`src/rtl/alu_share_ctrl.sv`:
```
// Shares one combinational ALU between two requesters with round-robin arbitration.
// Latency: legal op responds SETTLE+1 cycles after the accept edge; illegal op responds 1 cycle after.
// Backpressure: req<i>_ready is high only in IDLE for the winner; one operation in flight at a time.
module alu_share_ctrl #(
  parameter int WIDTH  = 4,
  parameter int OPW    = 3,
  parameter int SETTLE = 1
) (
  input  logic             clk,
  input  logic             rst,
  input  logic             req0_valid,
  input  logic [WIDTH-1:0] req0_a,
  input  logic [WIDTH-1:0] req0_b,
  input  logic [OPW-1:0]   req0_op,
  output logic             req0_ready,
  output logic             resp0_valid,
  output logic [WIDTH-1:0] resp0_result,
  output logic             resp0_overflow,
  output logic             resp0_err,
  input  logic             req1_valid,
  input  logic [WIDTH-1:0] req1_a,
  input  logic [WIDTH-1:0] req1_b,
  input  logic [OPW-1:0]   req1_op,
  output logic             req1_ready,
  output logic             resp1_valid,
  output logic [WIDTH-1:0] resp1_result,
  output logic             resp1_overflow,
  output logic             resp1_err,
  output logic [WIDTH-1:0] alu_a,
  output logic [WIDTH-1:0] alu_b,
  output logic [OPW-1:0]   alu_op,
  input  logic [WIDTH-1:0] alu_result,
  input  logic             alu_overflow,
  output logic             busy,
  output logic             grant_id
);

  localparam int CW = (SETTLE > 1) ? $clog2(SETTLE) : 1;
  localparam logic [CW-1:0] CNT_LAST = CW'(SETTLE - 1);

  typedef enum logic [1:0] {IDLE, ISSUE, RESP} state_t;

  state_t           state;
  state_t           state_nxt;
  logic             last_grant;
  logic [CW-1:0]    cnt;
  logic             winner;
  logic             any_valid;
  logic             accept;
  logic             settle_done;
  logic             sel_legal;
  logic [WIDTH-1:0] sel_a;
  logic [WIDTH-1:0] sel_b;
  logic [OPW-1:0]   sel_op;
  logic             cap_ovf;

  // Round-robin winner and the winner's operands, decoded straight from the valids.
  always_comb begin
    any_valid = req0_valid | req1_valid;
    if (req0_valid && req1_valid) begin
      winner = ~last_grant;
    end else begin
      winner = req1_valid;
    end
    sel_a     = winner ? req1_a  : req0_a;
    sel_b     = winner ? req1_b  : req0_b;
    sel_op    = winner ? req1_op : req0_op;
    // 010 and 011 are the only holes in the opcode map.
    sel_legal = (sel_op != OPW'(2)) && (sel_op != OPW'(3));
    // Logic ops (MSB set) never report overflow, whatever the ALU says.
    cap_ovf   = alu_overflow & ~alu_op[OPW-1];
  end

  // State register.
  always_ff @(posedge clk or posedge rst) begin
    if (rst) begin
      state <= IDLE;
    end else begin
      state <= state_nxt;
    end
  end

  // Next-state and handshake outputs; ready is held low while reset is asserted.
  always_comb begin
    state_nxt   = state;
    req0_ready  = 1'b0;
    req1_ready  = 1'b0;
    resp0_valid = 1'b0;
    resp1_valid = 1'b0;
    accept      = 1'b0;
    settle_done = 1'b0;
    busy        = (state != IDLE);
    case (state)
      IDLE: begin
        if (any_valid && !rst) begin
          accept     = 1'b1;
          req0_ready = ~winner;
          req1_ready = winner;
          state_nxt  = sel_legal ? ISSUE : RESP;
        end
      end
      ISSUE: begin
        if (cnt == CNT_LAST) begin
          settle_done = 1'b1;
          state_nxt   = RESP;
        end
      end
      RESP: begin
        resp0_valid = ~grant_id;
        resp1_valid = grant_id;
        state_nxt   = IDLE;
      end
      default: state_nxt = IDLE;
    endcase
  end

  // Grant bookkeeping, ALU operand latch and settle counter.
  always_ff @(posedge clk or posedge rst) begin
    if (rst) begin
      last_grant <= 1'b1;
      grant_id   <= 1'b0;
      alu_a      <= '0;
      alu_b      <= '0;
      alu_op     <= '0;
      cnt        <= '0;
    end else if (accept) begin
      last_grant <= winner;
      grant_id   <= winner;
      cnt        <= '0;
      // Illegal ops never reach the ALU, so its inputs keep the previous operation.
      if (sel_legal) begin
        alu_a  <= sel_a;
        alu_b  <= sel_b;
        alu_op <= sel_op;
      end
    end else if (state == ISSUE) begin
      cnt <= cnt + 1'b1;
    end
  end

  // Per-requester response registers; only the granted side is ever written.
  always_ff @(posedge clk or posedge rst) begin
    if (rst) begin
      resp0_result   <= '0;
      resp0_overflow <= 1'b0;
      resp0_err      <= 1'b0;
      resp1_result   <= '0;
      resp1_overflow <= 1'b0;
      resp1_err      <= 1'b0;
    end else if (accept && !sel_legal) begin
      if (winner) begin
        resp1_result   <= '0;
        resp1_overflow <= 1'b0;
        resp1_err      <= 1'b1;
      end else begin
        resp0_result   <= '0;
        resp0_overflow <= 1'b0;
        resp0_err      <= 1'b1;
      end
    end else if (settle_done) begin
      if (grant_id) begin
        resp1_result   <= alu_result;
        resp1_overflow <= cap_ovf;
        resp1_err      <= 1'b0;
      end else begin
        resp0_result   <= alu_result;
        resp0_overflow <= cap_ovf;
        resp0_err      <= 1'b0;
      end
    end
  end

endmodule

```
`config.mk`:
```
export PLATFORM = sky130hd
export DESIGN_NAME = alu_share_ctrl
export DESIGN_NICKNAME = d
export VERILOG_FILES = /design/src/rtl/alu_share_ctrl.sv
export SDC_FILE = /design/constraint.sdc
export NUM_CORES = 1
export LEC_CHECK = 0
export ABC_AREA = 1
export CORE_UTILIZATION = 30
export CTS_CLUSTER_SIZE = 24
export DETAILED_ROUTE_END_ITERATION = 8
export MAX_ROUTING_LAYER = met4
export PLACE_DENSITY_LB_ADDON = 0.2
export SLEW_MARGIN = 40
export SYNTH_ARGS = -nofsm -noshare
export SYNTH_HDL_FRONTEND = slang
export SYNTH_SLANG_ARGS = --single-unit
```
`constraint.sdc`:
```
create_clock -name clk -period 2.2 [get_ports clk]
set_input_delay 0.44 -clock clk [delete_from_list [all_inputs] [get_ports clk]]
set_output_delay 0.44 -clock clk [all_outputs]
set_load 0.1 [all_outputs]
```
==> impl_metrics.env <==
export IMPL_cts_htree_levels=1
export IMPL_drive_above_1_share_pct=23.9
export IMPL_antenna_found_initial=0
export IMPL_critPathMaxStageDelay_ns=0.54
export IMPL_worstHoldStart="alu_b[2]$_DFFE_PP0P_"
export IMPL_final_common_cell="nand2_1"
export IMPL_syn_inst=185
export IMPL_relSlewSlack_pct=76.1
export IMPL_first_pass_iters=6
export IMPL_whs_path_depth=2
export IMPL_die_w_um=71.0
export IMPL_clock_fmax_ghz=0.487
export IMPL_netlist_area_um2=1430
export IMPL_failed_checks="DRC"
export IMPL_worst_setup_path_end_kind="output port"
export IMPL_grt_pass1_wl_mm=6.13
export IMPL_path_cells="clkdlybuf4s50_1 -> inv_1 -> nand2_2 -> nand3_4 -> nor2_4 -> buf_12"
export IMPL_numCtsBuffers=3
export IMPL_synth_fp_nets=216
export IMPL_cts_resized_gates=0
export IMPL_synth_flop_cell="dfrtp_1"
export IMPL_crit_type="in -> out"
export IMPL_grt_max_degree=29
export IMPL_postSynthAreaPerCell_um2=7.72
export IMPL_hold_viol_final=0
export IMPL_die_y_um=71.0
export IMPL_vias=1299
export IMPL_path_max_fanout=8
export IMPL_tightest_slew_ns=0.358
export IMPL_num_rows=24
export IMPL_tritoncts="built"
export IMPL_start_util_pct=31.9
export IMPL_grt_use_total_pct=15.5
export IMPL_die_area_um2=5040
export IMPL_ys_ff_latch=28
export IMPL_worst_clock_skew_ns=0.00280
export IMPL_placed_cell_area_um2=2090
export IMPL_final_cell_area_um2=2150
export IMPL_cp_start_kind="input pin"
export IMPL_final_net_count=279
export IMPL_hp_class="reg -> reg"
export IMPL_hold_end="alu_b[2]$_DFFE_PP0P_"
export IMPL_r2r_end="resp0_result[1]$_DFFE_PP0P_"
export IMPL_worst_path_max_delay_cell="clkdlybuf4s50_1"
export IMPL_synth_top_area_cell="dfrtp_1"
export IMPL_final_cell_mix="nand2_1, clkdlybuf4s50_1, buf_4"
export IMPL_synth_edf_count=0
export IMPL_worstSkewPairLatency_ns=0.27
export IMPL_rsz0062_at_grt="no"
export IMPL_final_min_clock_period_ns=2.05
export IMPL_cts_buffer_depth=2
export IMPL_rrSetupSlack_ns=0.56
export IMPL_cap_viol_max_count=0
export IMPL_io_pins=60
export IMPL_gr_total_overflow=0
export IMPL_yosys_warnings=0
export IMPL_cts_root_buffer="clkbuf_8"
export IMPL_post_cts_setup_buffer_count=0
export IMPL_ant_nets=0
export IMPL_vias_per_cell=4.34
export IMPL_gp_congestion=0.742
export IMPL_drc=3
export IMPL_numPortBuffers=59
export IMPL_clock_sinks=28
export IMPL_final_util_pct=48.0
export IMPL_core_area_um2=4470
export IMPL_finalCritPeriodShare_pct=93.3
export IMPL_drt_total_wl_mm=3.30
export IMPL_r2r_cells=8
export IMPL_fill_cells=448
export IMPL_run_status="finished with violations"
export IMPL_first_global_vias=1371
export IMPL_dp_hpwl_mm=2.56
export IMPL_arrival_ns=1.61
export IMPL_crit_required_ns=1.76
export IMPL_dp_cells=295
export IMPL_yosysUniqueCellTypes=21
export IMPL_multi_input_area_um2=639
export IMPL_path_clk_slew_ns=0.10
export IMPL_postSynth_asyncResetShare_pct=100
export IMPL_slew_violations=0
export IMPL_yosysSeqAreaShare_pct=49.2
export IMPL_setup_violations=0
export IMPL_wl_per_cell_um=11.0
export IMPL_ctsHoldBuffers=0
export IMPL_seqCellArea_um2=702
export IMPL_area_growth_pct=50.4
export IMPL_netlist_area_leader_share_pct=47.3
export IMPL_fin_cells=299
export IMPL_diodes=0
export IMPL_yosys_top_cells_area="dfrtp_1, nand2_1, nand3_1, inv_1, nand2_2"
export IMPL_rr_startpoint="last_grant$_DFFE_PP1P_"
export IMPL_drtIter0Drc=78
critical path, delay by kind of cell:
kind / cells / cell delay [ns]
buf+inv: 3 / 0.80
simple gates: 3 / 0.36
cells by family after synthesis:
| family | after synthesis | share of synthesized area [%] |
|---|---|---|
| compound gates | 4 | 1.40 |
| buf+inv | 25 | 8.15 |
| simple gates | 128 | 41.3 |
| flops | 28 | 49.2 |
flip-flops by register name, indices dropped and copies added, names as in the netlist:
register        count
alu_op              3
resp1_overflow      1
cnt                 1
state               2
resp1_result        4
resp0_overflow      1
resp1_err           1
alu_a               4
resp0_result        4
last_grant          1
alu_b               4
grant_id            1
resp0_err           1
cell type report:
| cell class | count | share of cell area, % |
|---|---|---|
| clock buffers | 4 | 2.56 |
| inverters | 20 | 3.50 |
| multi-input cells | 132 | 29.8 |
| flip-flops and latches | 28 | 32.7 |
| well taps | 52 | 3.03 |
| repair buffers | 63 | 28.4 |
Yosys cell counts (2+ instances only):
library cell and number:
a21oi_1 2, nor2_1 2, o21ai_0 2, buf_4 2
nand3_1 12, inv_1 16, inv_2 4, nor2_4 3
nand2_1 92, nand3_2 2, nand4_1 5, buf_6 2
nor3_1 2, dfrtp_1 27, nand2_2 6
metal layers:
| metal | global-route usage, % | part of all wire, % |
|---|---|---|
| met3 | 3.85 | 7.3 |
| met1 | 19.3 | 49 |
| met4 | 2.67 | 0.36 |
| met5 | - | 0 |
| met2 | 26.0 | 44 |
worst max-delay path by stage:
stage                          from     endpoint  slack, ns  cells past startpoint
6_report                 req1_valid   req0_ready       0.15                      6
5_1_grt                  req0_valid   req0_ready       0.07                      6
4_1_cts                  req0_valid   req0_ready       0.14                      6
3_5_place_dp             req0_valid   req0_ready       0.14                      6
3_3_place_gp             req0_valid   req0_ready       0.16                      6
2_1_floorplan  grant_id$_DFFE_PP0P_  resp1_valid      -0.31                      2
metrics by stage:
stage / TNS, ns / worst slack, ns / hold slack, ns
floorplan: -0.313 / -0.313 / 0.361
global placement: 0 / 0.158 / 0.466
detailed placement: 0 / 0.140 / 0.468
CTS: 0 / 0.140 / 0.494
global route: 0 / 0.0702 / 0.519
finish: 0 / 0.147 / 0.494
Power is left out: the tool's default activity adds up to more than one toggle a clock period on the data nets, which glitch-free logic cannot reach.
